[src/rtl/bsr_pkg.sv]
// Package: bsr_pkg
// Shared definitions for the bit_shift_rotate ALU slice.
//   POS_W   : width of the clear-bit position index
//   dir_e   : shift/rotate direction encoding
//   flags_t : zero/carry/overflow status-flag bundle
package bsr_pkg;

    localparam int POS_W = 4;

    typedef enum logic {
        DIR_LEFT  = 1'b0,
        DIR_RIGHT = 1'b1
    } dir_e;

    typedef struct packed {
        logic zero;
        logic carry;
        logic overflow;
    } flags_t;

endpackage

[src/rtl/bit_shift_rotate_flag_control.sv]
// Module: flag_control
// Holds the registered zero/carry/overflow status flags.
//   clk      in   system clock, rising edge
//   reset    in   synchronous, active-high; clears all flags
//   flag_we  in   load enable (only when BSR_FLAG_WE_EN is defined)
//   flags_d  in   next flag values
//   flags_q  out  registered flag values
// Configuration macro: BSR_FLAG_WE_EN
module flag_control
    import bsr_pkg::*;
(
    input  logic   clk,
    input  logic   reset,
`ifdef BSR_FLAG_WE_EN
    input  logic   flag_we,
`endif
    input  flags_t flags_d,
    output flags_t flags_q
);

    always_ff @(posedge clk) begin
        if (reset) begin
            flags_q <= '0;
`ifdef BSR_FLAG_WE_EN
        end else if (flag_we) begin
            flags_q <= flags_d;
`else
        end else begin
            flags_q <= flags_d;
`endif
        end
    end

endmodule

[src/rtl/bit_shift_rotate.sv]
// Module: bit_shift_rotate
// Bit-manipulation slice between the ALU result bus and the status register.
//   reg_in / reg_out / shift_carry : one-position shift or rotate (combinational)
//   shift_enable, shift_dir        : logical shift, 0=left 1=right (highest priority)
//   rotate_enable, rotate_dir      : rotate, 0=left 1=right
//   pos / reg_out_clear            : reg_in with bit pos cleared (combinational)
//   *_flag_in / *_flag             : registered status flags, one-cycle latency
//   clk, reset                     : clock and synchronous active-high reset (flags only)
//   flag_we                        : flag load enable (only when BSR_FLAG_WE_EN is defined)
// Configuration macro: BSR_FLAG_WE_EN
module bit_shift_rotate
    import bsr_pkg::*;
#(
    parameter int WORD_SIZE = 8
) (
    input  logic                 clk,
    input  logic                 reset,
    input  logic [WORD_SIZE-1:0] reg_in,
    input  logic [POS_W-1:0]     pos,
    input  logic                 shift_enable,
    input  logic                 shift_dir,
    input  logic                 rotate_enable,
    input  logic                 rotate_dir,
    output logic [WORD_SIZE-1:0] reg_out,
    output logic                 shift_carry,
    output logic [WORD_SIZE-1:0] reg_out_clear,
    input  logic                 zero_flag_in,
    input  logic                 carry_flag_in,
    input  logic                 overflow_flag_in,
`ifdef BSR_FLAG_WE_EN
    input  logic                 flag_we,
`endif
    output logic                 zero_flag,
    output logic                 carry_flag,
    output logic                 overflow_flag
);

    localparam int W = WORD_SIZE;

    // Shift/rotate: shift has priority; the carry is the bit leaving the word.
    always_comb begin
        reg_out     = reg_in;
        shift_carry = 1'b0;
        if (shift_enable) begin
            if (dir_e'(shift_dir) == DIR_LEFT) begin
                reg_out     = {reg_in[W-2:0], 1'b0};
                shift_carry = reg_in[W-1];
            end else begin
                reg_out     = {1'b0, reg_in[W-1:1]};
                shift_carry = reg_in[0];
            end
        end else if (rotate_enable) begin
            if (dir_e'(rotate_dir) == DIR_LEFT) begin
                reg_out     = {reg_in[W-2:0], reg_in[W-1]};
                shift_carry = reg_in[W-1];
            end else begin
                reg_out     = {reg_in[0], reg_in[W-1:1]};
                shift_carry = reg_in[0];
            end
        end
    end

    // Clear mask built by comparison so an out-of-range pos selects no bit
    // (no wrap, no X) rather than relying on shift semantics.
    always_comb begin
        reg_out_clear = reg_in;
        for (int i = 0; i < W; i++) begin
            if (32'(pos) == i) reg_out_clear[i] = 1'b0;
        end
    end

    flags_t flags_d;
    flags_t flags_q;

    assign flags_d = '{zero: zero_flag_in, carry: carry_flag_in, overflow: overflow_flag_in};

    flag_control u_flag_control (
        .clk     (clk),
        .reset   (reset),
`ifdef BSR_FLAG_WE_EN
        .flag_we (flag_we),
`endif
        .flags_d (flags_d),
        .flags_q (flags_q)
    );

    assign zero_flag     = flags_q.zero;
    assign carry_flag    = flags_q.carry;
    assign overflow_flag = flags_q.overflow;

endmodule

[config.mk]
export PLATFORM = sky130hd
export DESIGN_NAME = bit_shift_rotate
export DESIGN_NICKNAME = d
export VERILOG_FILES = /design/src/rtl/bsr_pkg.sv /design/src/rtl/bit_shift_rotate_flag_control.sv /design/src/rtl/bit_shift_rotate.sv
export SDC_FILE = /design/constraint.sdc
export NUM_CORES = 1
export LEC_CHECK = 0
export CAP_MARGIN = 10
export CORE_AREA = 2 2 45 47
export DETAILED_ROUTE_END_ITERATION = 8
export DIE_AREA = 0 0 47 49
export PLACE_DENSITY = 0.83
export SLEW_MARGIN = 20
export SYNTH_ARGS = -nofsm -noshare
export SYNTH_HDL_FRONTEND = slang
export SYNTH_HIERARCHICAL = 1
export SYNTH_SLANG_ARGS = --single-unit
[constraint.sdc]
create_clock -name clk -period 0.8 [get_ports clk]
set_input_delay 0.08 -clock clk [delete_from_list [all_inputs] [get_ports clk]]
set_output_delay 0.08 -clock clk [all_outputs]
set_load 0.1 [all_outputs]
# ---- After elaboration in Yosys (flattened, before gate mapping)
# Cells that the tools add are included.
dict set report op_classes {
  n_eq_ne 7
  n_mux 16
  reduce_logical 1
}
# operator n
set op_table {}
lappend op_table {{2-to-1 mux 8 bit} 4}
lappend op_table {{equality test 4 x 3 -> 1 bit, second input constant} 4}
lappend op_table {{2-to-1 mux 1 bit} 12}
lappend op_table {{equality test 4 x 2 -> 1 bit, second input constant} 2}
lappend op_table {{equality test 4 x 1 -> 1 bit, second input constant} 1}
lappend op_table {{zero test 4 bit} 1}
dict set report word_totals {
  register_bits 3
  in_bits 21
  output_inout_bits 20
  elab_cells 27
}

# ---- Logic depth before layout (Yosys ltp)
dict set report depth {
  ltp_word 3
  ltp_mapped 5
  mapped_depth_nobuf 3
}

# ---- Hierarchy
# Netlist, hierarchy kept.
# module n_inst cells_per_inst area_per_inst_um2 seq_area_each_um2
set modules_own_cells {}
lappend modules_own_cells {bit_shift_rotate 1 70 480.5 0.0}
lappend modules_own_cells {flag_control 1 6 78.8 60.1}

# ---- Worst setup path before layout
# OpenSTA, ideal clock, no wires.
dict set report synth_timing {
  kind {input port to output port}
  from {in pos[2]}
  to {out reg_out_clear[6]}
  arrival_time_ps 2391
  required_time_ps 720
  setup_slack_ps -1671
  cell_stages 2
  n_path_buf 0
  cell_sequence {nor2b_1 -> a21boi_0}
}
dict set report synth_between {
  elab_chain_len 2
}
# element line
set synth_rtl {}
lappend synth_rtl {{start, declared} bit_shift_rotate.sv:19} ;# input logic [POS_W-1:0] pos,
lappend synth_rtl {{equality test 4 x 3 -> 1 bit} bit_shift_rotate.sv:68} ;# if (32'(pos) == i) reg_out_clear[i] = 1'b0;
lappend synth_rtl {{2-to-1 mux 1 bit} bit_shift_rotate.sv:68}
lappend synth_rtl {{end, declared} bit_shift_rotate.sv:26} ;# output logic [WORD_SIZE-1:0] reg_out_clear,
# No other way between the ends.

# ---- Worst setup path in the final report
dict set report layout_timing {
  from {in rotate_dir}
  to {out reg_out[6]}
}
dict set report layout_between {
  elab_chain_len 3
}
# element line
set layout_rtl {}
lappend layout_rtl {{start, declared} bit_shift_rotate.sv:23} ;# input logic rotate_dir,
lappend layout_rtl {{2-to-1 mux 8 bit} bit_shift_rotate.sv:53} ;# if (dir_e'(rotate_dir) == DIR_LEFT) begin
lappend layout_rtl {{2-to-1 mux 8 bit} bit_shift_rotate.sv:52} ;# end else if (rotate_enable) begin
lappend layout_rtl {{2-to-1 mux 8 bit} bit_shift_rotate.sv:44} ;# if (shift_enable) begin
lappend layout_rtl {{end, declared} bit_shift_rotate.sv:24} ;# output logic [WORD_SIZE-1:0] reg_out,
# No other way between the ends.

==> results.py <==
metrics = {
    "outcome": {
        "status": "finished with violations",
        "violations": "setup timing",
    },
    "placement": {
        "place_hpwl_um": 1730,
        "placed_cells": 155,
        "io_buffer_count": 40,
        "postPlaceCellArea_sq_um": 1500,
        "place_congestion": 0.791,
    },
    "cts": {
        "cts.hold.buffers_added": 0,
        "cts_sinks": 3,
        "cts-root-buf": "clkbuf_4",
        "cts_max_level": 1,
        "clock_path_buffers": 2,
        "clk_pin_slew_ns": 0.04,
        "cts_tree": "done",
        "cts_buffers": 3,
    },
    "timing": {
        "slew_headroom_pct": 83.9,
        "fin_crit_ns": 1.12,
        "holdWs_ns": 0.405,
        "fin_crit_sh_pct": 140,
        "rsz0062_at_grt": "yes",
        "drv_slew": 0,
        "tightest_slew_ns": 0.235,
        "max_clock_freq_ghz": 0.892,
        "hold_violations": 0,
        "setup_violations": 17,
        "fin_ws_ns": -0.321,
    },
    "floorplan": {
        "io_pins": 41,
        "die_x_um": 47,
        "die_h_um": 49,
        "die-area_sq_um": 2300,
        "initial_utilization_pct": 30.4,
        "rows": 16,
        "core_sq_um": 1840,
    },
    "synth": {
        "syn_area_sq_um": 559,
        "synth_cells": 76,
        "ys_ff_latch": 3,
        "syn_nets": 97,
        "yosysUniqueCellTypes": 21,
        "syn_avg_cell_area_sq_um": 7.36,
        "seq_area_frac_synth_pct": 10.7,
        "yosys_warnings": 6,
    },
    "routing": {
        "drt-total-wl_um": 3010,
        "drt-initial-drc-count": 18,
        "drt_first_pass_iters": 4,
        "vias_per_cell": 5.34,
        "routedWlPerCell_um": 17.8,
        "ant_nets": 0,
        "drcViolationCount": 0,
        "num_vias": 903,
    },
    "cells_and_area": {
        "largest_registers": "u_flag_control/flags_q (3)",
        "regMostFlops": "u_flag_control/flags_q",
        "largest_reg_flops": 3,
        "drive_above_1_share_pct": 72.5,
        "diodes": 0,
        "syn_to_final_growth_pct": 210,
        "fin_nets": 164,
        "final_cell_area_sq_um": 1730,
        "mostFrequentLayoutCells": "buf_12, buf_4, mux2i_1",
        "final_cells": 169,
        "final_common_cell": "buf_12",
        "fillers": 52,
    },
    "global_routing": {
        "grt_max_degree": 9,
        "grt.overflow.total": 0,
        "grt_pass1_vias": 960,
        "antenna_found_initial": 0,
        "grt_pass1_wl_um": 4220,
        "grtUsageTotal_pct": 24.2,
    },
    "power_and_ir_drop": {
        "p_total_mw": 2.13,
        "peakVddDrop_mv": 1.01,
        "power_density_nw_per_um2": 1230,
        "power_leakage_nw": 0.803,
    },
    "critical_path": {
        "crit_arrival_ns": 1.04,
        "critPathLaunchType": "input pin",
        "path_class": "in2out",
        "crit_path_end_kind": "output port",
        "path_max_fanout": 4,
        "cp.required_ns": 0.72,
    },
    "job": {
        "maxCapViolCount": 0,
    },
    "worst_hold_path": {
        "hold_path.class": "in2reg",
    },
}
==> synthesized netlist by cell type (all sizes together) <==
| library cell | count | area [sq um] |
|---|---|---|
| o41a | 1 | 11.3 |
| o31a | 2 | 17.5 |
| clkbuf | 1 | 5.00 |
| a21boi | 4 | 30.0 |
| a31o | 1 | 8.76 |
| a211o | 1 | 8.76 |
| buf | 5 | 36.3 |
| nor2b | 6 | 37.5 |
| mux2 | 2 | 22.5 |
| nor2 | 9 | 33.8 |
| dfxtp | 3 | 60.1 |
| nand2 | 10 | 37.5 |
| a21oi | 6 | 30.0 |
| a211oi | 1 | 7.51 |
| o21ai | 2 | 13.8 |
| o21a | 7 | 52.6 |
| mux2i | 14 | 140 |
| nand2b | 1 | 6.26 |
==> layer usage <==
layer,up-vias,wire [um],GRT usage [%]
met3,16,196,2.59
met5,-,0,0
li1,403,-,-
met1,433,1020,24.2
met2,51,1650,48.6
met4,0,140,5.56
==> timing repair <==
action / CTS / global route
pin swaps: 14 / 6
buffers inserted: 7 / 0
resized for setup: 96 / 12
endpoints found under the setup margin: 20 / 19
gates cloned: 3 / 0
==> cells by family after synthesis <==
kind of cell	count (synthesis)	share of synthesized area (%)
AO/OA/AOI/OAI	25	32.2
buffers and inverters	6	7.38
flip-flops	3	10.7
multiplexers	16	29.1
AND/OR/NAND/NOR	26	20.6
==> critical path, cell delays in order <==
cell and delay [ns]:
buf_8 0.09, buf_16 0.11, mux2i_1 0.26, a21oi_1 0.12, o21a_4 0.22, buf_12 0.16
==> layout make-up <==
type | instances | area [sq um] | share of cell area [%]
clock buffers | 4 | 26.3 | 1.52
multi-input cells | 67 | 697 | 40.2
flip-flops and latches | 3 | 63.8 | 3.68
well taps | 27 | 33.8 | 1.95
repair buffers | 68 | 912 | 52.6
==> metrics by stage <==
stage | util (%) | TNS (ns) | worst slack (ns)
after floorplan | - | -1.33 | -0.289
after global placement | 81.2 | -9.90 | -0.692
after detailed placement | 81.2 | -10.30 | -0.742
after CTS | 91.3 | -2.42 | -0.316
after global routing | 94.1 | -3.01 | -0.331
final | 94.1 | -2.68 | -0.321
==> path summary, 6_finish.rpt <==
kind	end	slack, ns	cells past startpoint	start
worst min-delay path	u_flag_control/flags_q[1]	0.40	2	carry_flag_in
worst max-delay path	reg_out[6]	-0.32	6	rotate_dir
==> report_power, final <==
group          switching, mW  internal, mW
Sequential           0.00662         0.160
Combinational          0.948         0.725
Clock                  0.101         0.188
Total                   1.06          1.07
Power figures use the tool's default switching activity.
==> patch 1, RTL diff (same settings) <==
Set the package constant `POS_W` to 3 (it was 4).
--- a/src/rtl/bsr_pkg.sv
+++ b/src/rtl/bsr_pkg.sv
@@ -7,3 +7,3 @@
 
-    localparam int POS_W = 4;
+    localparam int POS_W = 3;
 
Ports: changed (resized pos); port bits go from 41 to 40. No check against the original RTL was run, so the function may have changed too.
==> patch 1 against the unedited design <==
- the run still ends with setup timing left
- worst setup slack worse by 8.1 ps
- cell area is 1.1% lower
- power increased by 3.4%
- count of clock-buffer cells in the layout unchanged
- maximum frequency decreased by 0.72%
- synthesized area shrank 4.0%
- sequential cell count unchanged
- routed wire length is 25% higher
- combinational power grew 3%
- clock power grew 9.0%
- largest power group unchanged
- highest routed layer unchanged
==> patch 1: results (changes against the unedited design) <==
- The flow ran to the end, but the final reports show violations.
- The checks that failed: setup timing.
- The power drawn by the combinational cells is 1720 µW (+3%).
- The total setup violations reported at the end of the flow is 20 (+3).
- The global placement routability congestion was 0.720 (-9.0%).
- The fraction of area in multi-input gates was 0.371 (-0.0314).
- The fill cell instance count of the final layout came to 62 (+19%).
- The transition time at the pin with the least slew margin is 240 ps (+5.03 ps).
- The met2 wire length is 1.90 mm (+15%).
- The met1 layer usage reported by global route is 0.359 (+0.117).
- The wire length on met1 is 1.36 mm (+33%).
- The delay of the slowest cell on the worst path is 240 ps (-20 ps).
- The total length of routed met3 wires is 318 µm (+62%).
- The total of buffers placed on input and output ports is 39 (-2.5%).
- The area share of buffers outside the clock network is 0.540 (+0.0138).
- The switching share of power is 0.515 (+0.0196).
- The layout sequential cell count was 3 (unchanged).
- The worst path setup slack after routing came to -329 ps (-8.12 ps).
- The number of violations reported at the end of detailed-routing iteration 0 is 35 (+17).
- The post-cts gate resize count is 104 (+8.3%).
- The total wirelength of the detailed-routed design was 3.76 mm (+25%).
- The post-CTS setup repair buffer count was 4 (-3).
- The maximum number of pins on one net before global-route repair is 10 (+1).
- The sequential share of the synthesized area is 0.112 (+0.00451).
- The routing usage on met2 was 0.564 (+0.0776).
- The average detailed-routed wire length per instance came to 22.0 µm (+23%).
- The number of library cell types mapped by synthesis was 22 (+4.8%).
- The via-per-instance ratio is 5.67 (+6.2%).
## patch 1: cell count changes in the layout (fill, tap and decap cells not counted), moves of 3 or more
| cell | change |
|---|---|
| a31oi_4 | +4 |
| buf_4 | -4 |
| buf_6 | +5 |
| inv_2 | +3 |
| mux2i_1 | -3 |
| nor2b_4 | -3 |
| o211ai_1 | +3 |
## patch 1: metrics by stage
| stage | TNS, ps | instance area [µm²] | hold slack [ps] | worst slack [ps] | total power [µW] |
|---|---|---|---|---|---|
| finish | -3090 | 1710 | 404 | -329 | 2200 |
| detailed placement | -10490 | 1510 | 543 | -714 | 1720 |
| global placement | -9990 | 1510 | 544 | -695 | 1690 |
| CTS | -2550 | 1680 | 405 | -272 | 2100 |
| global route | -3430 | 1710 | 407 | -342 | 2270 |
| floorplan | -1600 | 762 | 144 | -312 | 1100 |
## patch 1: logic make-up after synthesis
kind of cell / after synthesis / share of synthesized area
compound gates: 28 / 0.361
flops: 3 / 0.112
buf+inv: 12 / 0.119
mux: 13 / 0.247
simple gates: 21 / 0.161
==> patch 2, RTL diff (same settings) <==
Without the edit above. Make the reset (`reset`) asynchronous in one clocked block. Comments in the files are not updated.
--- a/src/rtl/bit_shift_rotate_flag_control.sv
+++ b/src/rtl/bit_shift_rotate_flag_control.sv
@@ -20,3 +20,3 @@
 
-    always_ff @(posedge clk) begin
+    always_ff @(posedge clk or posedge reset) begin
         if (reset) begin
Function: differs if reset is asserted again (counterexample within 4 cycles, from zero or initial values and one cycle with reset high); with reset held inactive, the same outputs for 10 cycles.
==> patch 2 against the unedited design <==
- the run still ends with setup timing left
- synthesized area did not move
- power rose by 4.0%
- routed wire length rose by 38%
- count of clock-buffer cells in the layout did not move
- worst setup slack got worse by 66 ps
- sequential cell count did not move
- cell area rose by 1.7%
- sequential share of layout area rose by 0.79 points
- utilization rose by 1.6 points
==> patch 2: results (changes against the unedited design) <==
- The run finished, with violations left.
- The final reports fail on setup timing.
- The global-route usage over all layers is 0.340 (+0.0982).
- The total setup violations reported at the end of the flow is 19 (+2).
- The number of global-route vias before repair came to 1,014 (+5.6%).
- The largest registers in the layout are u_flag_control/flags_q: 3 flops.
- The number of CTS-inserted buffers was 3 (unchanged).
- The first-pass GRT wire length is 5.45 mm (+29%).
- The total inserted antenna cells is 0 (unchanged).
- The synthesized area per cell was 7.56 µm² (+2.7%).
- The path class of the lowest-slack min-delay path is in -> async.
- The worst path setup slack after routing is -387 ps (-66.3 ps).
- The number of library cell types mapped by synthesis is 22 (+4.8%).
- The share of final-layout standard cells stronger than drive strength 1 was 0.794 (+0.0690).
- The half-perimeter wire length after placement was 1.91 mm (+10%).
- The fill cell instance count of the final layout is 51 (-1.9%).
- The arrival time at the worst endpoint is 1110 ps (+70 ps).
- The initial antenna violation count is 0 (unchanged).
- The via-per-instance ratio is 5.94 (+11%).
- The total of buffers placed on input and output ports is 40 (unchanged).
- The flip-flop count of the largest register after layout was 3 (unchanged).
- The maximum fanout along the worst path is 4 (unchanged).
- Sorting the synthesized cells by area gives the leading types as mux2i_1, dfrtp_1, o21a_1, nand2_1, nor2_1.
- The global placement routability congestion is 0.708 (-11%).
- The placed cell count is 156 (+0.65%).
- After clock tree synthesis, the clock-pin slew on the worst setup and hold paths is 50 ps.
- The cell with the largest stage delay on the worst path is mux2i_2.
- Ranked by flip-flop count, first place goes to u_flag_control/flags_q.
- The number of warnings reported in the yosys synthesis log is 6 (unchanged).
- The length of the first detailed-routing pass in iterations is 4 (unchanged).
- The delay of the slowest cell on the worst path is 230 ps (-30 ps).
- The most used flip-flop cell after synthesis is dfrtp_1.
- The tightest slew margin relative to the limit came to 0.817 (-0.0226).
- The leakage power total is 0.000813 µW (+1.3%).
- The average detailed-routed wire length per instance is 24.8 µm (+39%).
- The die outline width came to 47 µm (unchanged).
- The async set or reset register ratio after synthesis was 1.00 (+1.00).
- Ranked by instance count, the synthesized netlist is headed by mux2i_1, nand2_1, nor2_1.
- The instance area after placement was 0.00151 mm² (+0.67%).
- The number of violations reported at the end of detailed-routing iteration 0 is 26 (+8).
- The internal cell power is 1080 µW (+0.62%).
- The sequential share of the synthesized area is 0.134 (+0.0268).
- The highest ir drop seen on vdd is 1.37 mV (+36%).
- The post-synth net total is 95 (-2.1%).
- The number of levels the H-tree was split into is 1 (unchanged).
- The final cell count without fillers is 168 (-0.59%).
- The root buffer cell is clkbuf_4.
- The maximum number of pins on one net before global-route repair is 9 (unchanged).
- The final setup TNS is -3270 ps (-583 ps).
- In this design, the largest share of critical-path delay is due to buffers and inverters.
- The number of buffers between clock root and the deepest sink is 2 (unchanged).
[patch 2: cell types whose count changed in the layout (fill, tap and decap cells not counted), moves of 3 or more]
cell     before  now
dfrtp_2       0    3
buf_6         7   13
dfxtp_2       3    0
nor2b_1       3    0
[patch 2: worst max-delay path by stage]
stage / to / slack (ps) / from / depth (start not counted)
detailed placement: reg_out[2] / -710 / rotate_dir / 6
floorplan: shift_carry / -290 / rotate_dir / 4
finish: reg_out[5] / -390 / rotate_dir / 6
CTS: reg_out[7] / -320 / rotate_dir / 6
global placement: reg_out[0] / -680 / rotate_dir / 6
global route: reg_out[6] / -400 / rotate_dir / 6
[patch 2: logic make-up (layout without fill, tap and decap cells)]
| logic type | count (synthesis) | count (layout) | synth area share |
|---|---|---|---|
| AO/OA/AOI/OAI | 25 | 25 | 0.322 |
| multiplexers | 16 | 16 | 0.291 |
| AND/OR/NAND/NOR | 23 | 23 | 0.172 |
| flip-flops | 3 | 3 | 0.134 |
| buffers and inverters | 7 | 74 | 0.0805 |
[patch 2: cell type report]
type / count / area [µm²] / share of cell area
sequential: 3 / 78.8 / 0.0447
clock buffer: 4 / 26.3 / 0.0149
inverter: 1 / 3.75 / 0.00213
multi-input combinational: 64 / 724 / 0.411
tap: 27 / 33.8 / 0.0192
timing repair buffer: 69 / 895 / 0.508
[patch 2: per-layer routing]
metal | global-route usage | vias up | wire length (µm)
met5 | 0 | - | 0
met4 | 0.208 | 0 | 282
met3 | 0.0741 | 28 | 332
met2 | 0.568 | 83 | 2120
met1 | 0.368 | 488 | 1430
li1 | - | 399 | -
[patch 2: power by group through the flow]
stage | Clock [µW] | Sequential [µW] | Combinational, µW
floorplan | 0 | 224 | 876
global placement | 0 | 170 | 1490
detailed placement | 0 | 171 | 1520
CTS | 300 | 169 | 1630
global route | 330 | 170 | 1780
finish | 302 | 169 | 1740
[patch 2: what timing repair did]
| action | in CTS | in global routing |
|---|---|---|
| pin swaps | 18 | 8 |
| buffers inserted | 7 | 0 |
| hold buffers | 0 | 0 |
| setup endpoints to repair | 20 | 20 |
| endpoints found under the hold margin | 0 | 0 |
| resized for setup | 109 | 15 |
| cloned | 1 | 0 |
[patch 2: stage by stage]
stage / power (µW) / setup WS (ps) / hold slack [ps]
CTS: 2100 / -325 / 1.67
floorplan: 1100 / -289 / -166
global placement: 1660 / -684 / 250
global route: 2280 / -398 / 51.8
finish: 2210 / -387 / 61.3
detailed placement: 1690 / -714 / 259
